`config.mk`:
```
export PLATFORM = sky130hd
export DESIGN_NAME = bdma_steal_arb_flat
export DESIGN_NICKNAME = d
export VERILOG_FILES = /design/src/rtl/bdma_steal_arb_pkg.sv /design/src/rtl/bdma_steal_arb_if.sv /design/src/rtl/bdma_steal_arb_steal_cnt.sv /design/src/rtl/bdma_steal_arb.sv /design/src/flat_wrapper.sv
export SDC_FILE = /design/constraint.sdc
export NUM_CORES = 1
export LEC_CHECK = 0
export ABC_AREA = 1
export CORE_UTILIZATION = 52
export CTS_CLUSTER_DIAMETER = 150
export DETAILED_ROUTE_END_ITERATION = 12
export PLACE_DENSITY = 0.81
export SLEW_MARGIN = 25
export SYNTH_ARGS = -nofsm -noshare
export SYNTH_HDL_FRONTEND = slang
export SYNTH_SLANG_ARGS = --single-unit
export TNS_END_PERCENT = 100
```
`constraint.sdc`:
```
create_clock -name DSPCLK -period 2.3 [get_ports DSPCLK]
set_clock_uncertainty 0.2 [all_clocks]
set_input_delay 0.46 -clock DSPCLK [delete_from_list [all_inputs] [get_ports DSPCLK]]
set_output_delay 0.46 -clock DSPCLK [all_outputs]
set_load 0.01 [all_outputs]
```
`src/rtl/bdma_steal_arb_pkg.sv`:
```
// Shared definitions for the BDMA bus-steal responder: FSM encoding,
// bus-select bit positions and the request-to-bus priority decode.
package bdma_steal_arb_pkg;

  typedef enum logic [1:0] {
    ST_IDLE  = 2'd0,
    ST_ARB   = 2'd1,
    ST_STEAL = 2'd2,
    ST_COOL  = 2'd3
  } state_t;

  // Bit positions inside the 3-bit one-hot bus-select vector
  localparam int SEL_DM = 0;
  localparam int SEL_PM = 1;
  localparam int SEL_CM = 2;
  localparam int SEL_W  = 3;

  // Priority CM > PM > DM; a request naming no bus falls back to DM
  function automatic logic [SEL_W-1:0] sel_decode(input logic cm, input logic pm, input logic dm);
    logic [SEL_W-1:0] s;
    s = '0;
    if (cm)      s[SEL_CM] = 1'b1;
    else if (pm) s[SEL_PM] = 1'b1;
    else if (dm) s[SEL_DM] = 1'b1;
    else         s[SEL_DM] = 1'b1;
    return s;
  endfunction

endpackage

```
`src/rtl/bdma_steal_arb_if.sv`:
```
// Steal handshake and bus-select bundle between the BDMA/core side (master)
// and the steal arbiter (slave).
interface bdma_steal_arb_if;

  logic BSreq;
  logic BCM_cyc;
  logic BPM_cyc;
  logic BDM_cyc;
  logic CORE_PMreq;
  logic CORE_DMreq;
  logic BOOT;

  logic BSreqx;
  logic GO_STEAL;
  logic BSack;
  logic STL_CM;
  logic STL_PM;
  logic STL_DM;
  logic CORE_STALL;
  logic FORCED;

  modport master (
    output BSreq, BCM_cyc, BPM_cyc, BDM_cyc, CORE_PMreq, CORE_DMreq, BOOT,
    input  BSreqx, GO_STEAL, BSack, STL_CM, STL_PM, STL_DM, CORE_STALL, FORCED
  );

  modport slave (
    input  BSreq, BCM_cyc, BPM_cyc, BDM_cyc, CORE_PMreq, CORE_DMreq, BOOT,
    output BSreqx, GO_STEAL, BSack, STL_CM, STL_PM, STL_DM, CORE_STALL, FORCED
  );

endinterface

```
`src/rtl/bdma_steal_arb_steal_cnt.sv`:
```
// 4-bit up-counter with synchronous clear, saturation at a limit and a
// terminal-count flag; used for both the defer and the hold timers.
module steal_cnt (
  input  logic       clk,
  input  logic       rst_n,
  input  logic       i_clr,
  input  logic       i_en,
  input  logic [3:0] i_max,
  output logic       o_tc
);

  logic [3:0] r_cnt;

  always_ff @(posedge clk or negedge rst_n) begin
    if (!rst_n) begin
      r_cnt <= '0;
    end else if (i_clr) begin
      r_cnt <= '0;
    end else if (i_en && (r_cnt != i_max)) begin
      r_cnt <= r_cnt + 4'd1;
    end
  end

  assign o_tc = (r_cnt == i_max);

endmodule

```
`src/rtl/bdma_steal_arb.sv`:
```
// Bus-steal responder: arbitrates the BDMA steal request against core
// PM/DM traffic, defers a bounded number of cycles, then opens a steal window.
module bdma_steal_arb
  import bdma_steal_arb_pkg::*;
#(
  parameter int MAX_DEFER = 4,
  parameter int HOLD_CYC  = 1
) (
  input logic              DSPCLK,
  input logic              T_RSTn,
  bdma_steal_arb_if.slave  bus
);

  localparam int CNT_DEFER = 0;
  localparam int CNT_HOLD  = 1;
  localparam logic [3:0] DEFER_LIM = 4'(MAX_DEFER);
  localparam logic [3:0] HOLD_LIM  = 4'(HOLD_CYC - 1);

  state_t           r_state;
  logic             r_bsreqx;
  logic [SEL_W-1:0] r_sel;
  logic             r_forced;

  logic [1:0] w_clr;
  logic [1:0] w_en;
  logic [1:0] w_tc;
  logic [3:0] w_lim [2];
  logic       w_tgt_busy;
  logic       w_free;
  logic       w_go;

  // CM and PM transfers both contend with the core on the PM bus
  assign w_tgt_busy = r_sel[SEL_DM] ? bus.CORE_DMreq : bus.CORE_PMreq;
  assign w_free     = bus.BOOT | ~w_tgt_busy;

  assign w_clr[CNT_DEFER] = (r_state == ST_IDLE);
  assign w_en[CNT_DEFER]  = (r_state == ST_ARB);
  assign w_lim[CNT_DEFER] = DEFER_LIM;
  assign w_clr[CNT_HOLD]  = (r_state != ST_STEAL);
  assign w_en[CNT_HOLD]   = (r_state == ST_STEAL);
  assign w_lim[CNT_HOLD]  = HOLD_LIM;

  generate
    for (genvar gi = 0; gi < 2; gi++) begin : g_cnt
      steal_cnt u_cnt (
        .clk   (DSPCLK),
        .rst_n (T_RSTn),
        .i_clr (w_clr[gi]),
        .i_en  (w_en[gi]),
        .i_max (w_lim[gi]),
        .o_tc  (w_tc[gi])
      );
    end
  endgenerate

  always_ff @(posedge DSPCLK or negedge T_RSTn) begin
    if (!T_RSTn) begin
      r_state  <= ST_IDLE;
      r_bsreqx <= 1'b0;
      r_sel    <= '0;
      r_forced <= 1'b0;
    end else begin
      r_bsreqx <= bus.BSreq;
      case (r_state)
        ST_IDLE: begin
          if (r_bsreqx) begin
            r_state <= ST_ARB;
            r_sel   <= sel_decode(bus.BCM_cyc, bus.BPM_cyc, bus.BDM_cyc);
          end
        end
        ST_ARB: begin
          if (!r_bsreqx) begin
            r_state <= ST_IDLE;
          end else if (w_free) begin
            r_state  <= ST_STEAL;
            r_forced <= 1'b0;
          end else if (w_tc[CNT_DEFER]) begin
            r_state  <= ST_STEAL;
            r_forced <= 1'b1;
          end
        end
        ST_STEAL: begin
          if (w_tc[CNT_HOLD]) begin
            r_state  <= ST_COOL;
            r_forced <= 1'b0;
          end
        end
        // BSreqx still reflects the request that was just acknowledged
        ST_COOL: r_state <= ST_IDLE;
        default: r_state <= ST_IDLE;
      endcase
    end
  end

  assign w_go = (r_state == ST_STEAL);

  assign bus.BSreqx     = r_bsreqx;
  assign bus.GO_STEAL   = w_go;
  assign bus.BSack      = w_go & w_tc[CNT_HOLD];
  assign bus.STL_CM     = w_go & r_sel[SEL_CM];
  assign bus.STL_PM     = w_go & r_sel[SEL_PM];
  assign bus.STL_DM     = w_go & r_sel[SEL_DM];
  assign bus.CORE_STALL = r_forced;
  assign bus.FORCED     = r_forced;

endmodule

```
`src/flat_wrapper.sv`:
```
// flat-port wrapper written by rule: the top's interface ports become plain ports
module bdma_steal_arb_flat import bdma_steal_arb_pkg::*;
#(
  parameter int MAX_DEFER = 4,
  parameter int HOLD_CYC  = 1
)
  (DSPCLK, T_RSTn, bus_BSreq, bus_BCM_cyc, bus_BPM_cyc, bus_BDM_cyc, bus_CORE_PMreq, bus_CORE_DMreq, bus_BOOT, bus_BSreqx, bus_GO_STEAL, bus_BSack, bus_STL_CM, bus_STL_PM, bus_STL_DM, bus_CORE_STALL, bus_FORCED);
  bdma_steal_arb_if bus_i ();
  input logic DSPCLK;
  input logic T_RSTn;
  input wire logic [$bits(bus_i.BSreq)-1:0] bus_BSreq;
  input wire logic [$bits(bus_i.BCM_cyc)-1:0] bus_BCM_cyc;
  input wire logic [$bits(bus_i.BPM_cyc)-1:0] bus_BPM_cyc;
  input wire logic [$bits(bus_i.BDM_cyc)-1:0] bus_BDM_cyc;
  input wire logic [$bits(bus_i.CORE_PMreq)-1:0] bus_CORE_PMreq;
  input wire logic [$bits(bus_i.CORE_DMreq)-1:0] bus_CORE_DMreq;
  input wire logic [$bits(bus_i.BOOT)-1:0] bus_BOOT;
  output wire logic [$bits(bus_i.BSreqx)-1:0] bus_BSreqx;
  output wire logic [$bits(bus_i.GO_STEAL)-1:0] bus_GO_STEAL;
  output wire logic [$bits(bus_i.BSack)-1:0] bus_BSack;
  output wire logic [$bits(bus_i.STL_CM)-1:0] bus_STL_CM;
  output wire logic [$bits(bus_i.STL_PM)-1:0] bus_STL_PM;
  output wire logic [$bits(bus_i.STL_DM)-1:0] bus_STL_DM;
  output wire logic [$bits(bus_i.CORE_STALL)-1:0] bus_CORE_STALL;
  output wire logic [$bits(bus_i.FORCED)-1:0] bus_FORCED;
  assign bus_i.BSreq = bus_BSreq;
  assign bus_i.BCM_cyc = bus_BCM_cyc;
  assign bus_i.BPM_cyc = bus_BPM_cyc;
  assign bus_i.BDM_cyc = bus_BDM_cyc;
  assign bus_i.CORE_PMreq = bus_CORE_PMreq;
  assign bus_i.CORE_DMreq = bus_CORE_DMreq;
  assign bus_i.BOOT = bus_BOOT;
  assign bus_BSreqx = bus_i.BSreqx;
  assign bus_GO_STEAL = bus_i.GO_STEAL;
  assign bus_BSack = bus_i.BSack;
  assign bus_STL_CM = bus_i.STL_CM;
  assign bus_STL_PM = bus_i.STL_PM;
  assign bus_STL_DM = bus_i.STL_DM;
  assign bus_CORE_STALL = bus_i.CORE_STALL;
  assign bus_FORCED = bus_i.FORCED;
  bdma_steal_arb #(.MAX_DEFER(MAX_DEFER), .HOLD_CYC(HOLD_CYC)) u_core (.DSPCLK(DSPCLK), .T_RSTn(T_RSTn), .bus(bus_i));
endmodule
```
==> flow_summary.yaml <==
critical_path:
  beginning_of_the_worst_register_to_register_path: "u_core.g_cnt[1].u_cnt.r_cnt[1]$_DFFE_PN0P_"
  timing.critical_path.cells: "inv_2 -> nor2_4 -> buf_4 -> clkdlybuf4s50_1"
  crit_required_ns: 1.64
  worst-r2r-setup-slack_ns: 0.80
  timing.critical_path.slowest_stage_cell: "clkdlybuf4s50_1"
  worst-r2r-cell-count: 5
  critPathMaxFanout: 6
  crit_arrival_ns: 1.53
  critical-path-top-delay-family: "buffers and inverters"
  critical_path.startpoint_type: "flip-flop"
  critical_path_class: "flip-flop to output port"
  worstSetupEndpointType: "output port"
  worst-path-buf-inv: 3
  critPathCapture: "bus_GO_STEAL"
  timing.critical_path.depth: 4
  reg2reg_to: "u_core.r_state[0]$_DFFE_PN0P_"
  worst_path_largest_cell_delay_ns: 0.54
timing:
  tightestPinTransition_ns: 0.662
  finalHoldViolations: 0
  fin_crit_sh: 0.952
  setup_violations: 0
  timing.final.max_slew_violations: 0
  slew-limit-headroom: 0.557
  clock.fmax_ghz: 0.457
  period_minus_slack_ns: 2.19
  rsz0062_at_grt: "no"
  setup-tns-final_ns: 0
layout:
  synthToLayoutAreaGrowth_pct: 27.7
  fin_nets: 133
  fin_util: 0.755
  layout-drive-gt1-share: 0.118
  insertedDiodeCount: 0
  fill_cells: 98
logic_synthesis:
  netlist-cell-type-count: 22
  synth_edf_count: 0
  netlist_area_um2: 808
  post_synth.cell_area_avg_um2: 8.33
  synth-compound-area-share: 0.0789
  synth_simple_gate_area_frac: 0.245
  synthDominantCellAreaShare: 0.464
  synth-adder-area-share: 0.0619
  netlist_instances: 97
  asyncSetResetFlopFracSynth: 1.00
  primary_ff_master_synth: "dfrtp_1"
  ys_seq_area_frac: 0.464
  synth_top_family_by_area: "simple AND/OR/NAND/NOR gates"
  synth_top_cells_by_count: "inv_1 (17), dfrtp_1 (15), nand2_1 (15)"
  synth-xor-area-share: 0.0433
  synth-seq-cells: 15
  synth_warnings: 0
  yosys.cell_count.top_type: "inv_1"
  synth.mux.area_fraction: 0
  post-synth-top-area-cell: "dfrtp_1"
  synth_fp_nets: 110
  synth.area.top_cells: "dfrtp_1 (46%), inv_1 (7.9%), nand2_1 (7.0%)"
routing:
  routed-via-count: 688
  routed_wire_length_per_instance_um: 11.8
  post-route-drc-count: 0
  detailed_routing_iteration_count_for_the_pre_antenna_repair_pass: 4
  postRouteWirelength_mm: 1.58
  postRouteAntennaNets: 0
  vias_per_cell: 5.13
  drt_iter0_markers: 10
min_path:
  holdCritPathClass: "flip-flop to flip-flop"
grt:
  gr-total-overflow: 0
  grt_usage: 0.208
  maximum_number_of_pins_on_one_net_before_global_route_repair: 16
  initial_antenna_violation_count: 0
  grt_first_pass_wirelength_mm: 2.74
  number_of_global_route_vias_before_repair: 691
power_and_ir_drop:
  switching_power_uw: 394
  p_int_uw: 606
  sequentialPowerShare: 0.391
  peakVddDrop_v: 0.000574
  clockPowerShare: 0.150
  switching_share: 0.394
  combinationalPowerShare: 0.459
  p_leak_nw: 0.561
  power_density_mw_per_mm2: 968
clocking:
  cts_htree_levels: 1
  cts_made_buffers: 3
  clockRootBuffer: "clkbuf_4"
  cts.reportedPaths.clkPinSlew_ns: 0.09
  cts.sink_count: 15
  cts_tree: "done"
  cts-hold-fix-buffers: 0
  clk-insertion-delay-late_ns: 0.29
  clockBufferDepth: 2
floorplanning:
  io_pins: 17
  die_height_um: 41.4
  die_width_um: 41.4
  core.rowCount: 13
  die_area_mm2: 0.00172
  coreArea_mm2: 0.00137
  initial_utilization: 0.592
placed_design:
  place.port_buffers: 15
  dp_hpwl_mm: 1.15
  routabilityCongestion: 0.816
run_status:
  status: "finished, final reports clean"
run:
  timing.max_cap.violations: 0
[worst min-delay path: stages (launching register included)]
cell	delay, ns
dfrtp_1	0.37
nand2_1	0.06
nand2_1	0.04
[cells in the final DEF, fill, tap and decap left out, drive strengths merged, types with 3 or more instances in the layout]
cell / instances
o22ai: 3
clkbuf: 4
dlymetal6s2s: 3
o21ai: 5
clkdlybuf4s50: 11
nand3: 10
buf: 4
nor2: 12
nand2: 16
dfrtp: 15
ha: 4
inv: 20
[flip-flops by register name, summed over array words and instances, names as in the netlist, named ones only]
register                  flops
u_core.r_state                1
u_core.bus.CORE_STALL         1
u_core.r_sel                  3
u_core.g_cnt.u_cnt.r_cnt      8
u_core.bus.BSreqx             1
[power groups by stage]
stage | combinational (mW) | sequential [mW] | clock [mW]
2_1_floorplan | 0.294 | 0.395 | 0
3_3_place_gp | 0.414 | 0.397 | 0
3_5_place_dp | 0.426 | 0.403 | 0
4_1_cts | 0.447 | 0.394 | 0.155
5_1_grt | 0.523 | 0.402 | 0.165
6_report | 0.458 | 0.391 | 0.150
[repair_timing]
item | CTS | global route
pin swaps | 1 | 0
buffers inserted | 3 | 1
gates resized for setup | 1 | 3
setup endpoints to repair | 4 | 3
[kinds of logic (layout without fill, tap and decap cells)]
group                      count (synthesis)  after routing
buffers and inverters                     22             44
and+or+nand+nor                           41             41
DFF                                       15             15
adders and majority gates                  4              4
AOI/OAI and AO/OA                         11             11
xor gates and xnor gates                   4              4
[how the worst min path moves through the flow]
stage | startpoint | to | slack (ns) | cells past startpoint
floorplan | T_RSTn | async pin | -0.04 | 0
global placement | u_core.r_sel[2]$_DFFE_PN0P_ | u_core.r_sel[2]$_DFFE_PN0P_ | 0.28 | 1
detailed placement | u_core.bus.CORE_STALL$_DFFE_PN0P_ | u_core.bus.CORE_STALL$_DFFE_PN0P_ | 0.29 | 2
CTS | u_core.r_sel[2]$_DFFE_PN0P_ | u_core.r_sel[2]$_DFFE_PN0P_ | 0.31 | 1
global route | u_core.r_sel[2]$_DFFE_PN0P_ | u_core.r_sel[2]$_DFFE_PN0P_ | 0.33 | 1
finish | u_core.bus.CORE_STALL$_DFFE_PN0P_ | u_core.bus.CORE_STALL$_DFFE_PN0P_ | 0.30 | 2
[layout make-up]
class / count / area [um2] / share of cell area
Multi-Input combinational cell: 60 / 347 / 0.336
Tap cell: 15 / 18.8 / 0.0182
Timing Repair Buffer: 19 / 186 / 0.181
Clock buffer: 4 / 26.3 / 0.0255
Inverter: 21 / 78.8 / 0.0764
Sequential cell: 15 / 375 / 0.364
[per-stage QoR]
stage / power, mW / hold WS, ns / worst slack (ns) / area (um2) / cells
after CTS: 0.997 / 0.309 / 0.0568 / 1020 / 133
final: 1.00 / 0.301 / 0.110 / 1030 / 134
after global routing: 1.09 / 0.327 / 0.0718 / 1030 / 134
after detailed placement: 0.828 / 0.287 / 0.230 / 970 / 126
after floorplan: 0.689 / -0.0356 / 0.739 / 808 / 97
after global placement: 0.812 / 0.275 / 0.250 / 970 / 126
[metal layers]
layer / global-route usage / vias up / routed length, um
met3: 0.0391 / 5 / 34
met2: 0.341 / 10 / 738
met1: 0.256 / 320 / 768
met4: 0.116 / 0 / 34
li1: - / 353 / -
met5: 0 / - / 0
Note: power is estimated with default switching activity, not from simulation.
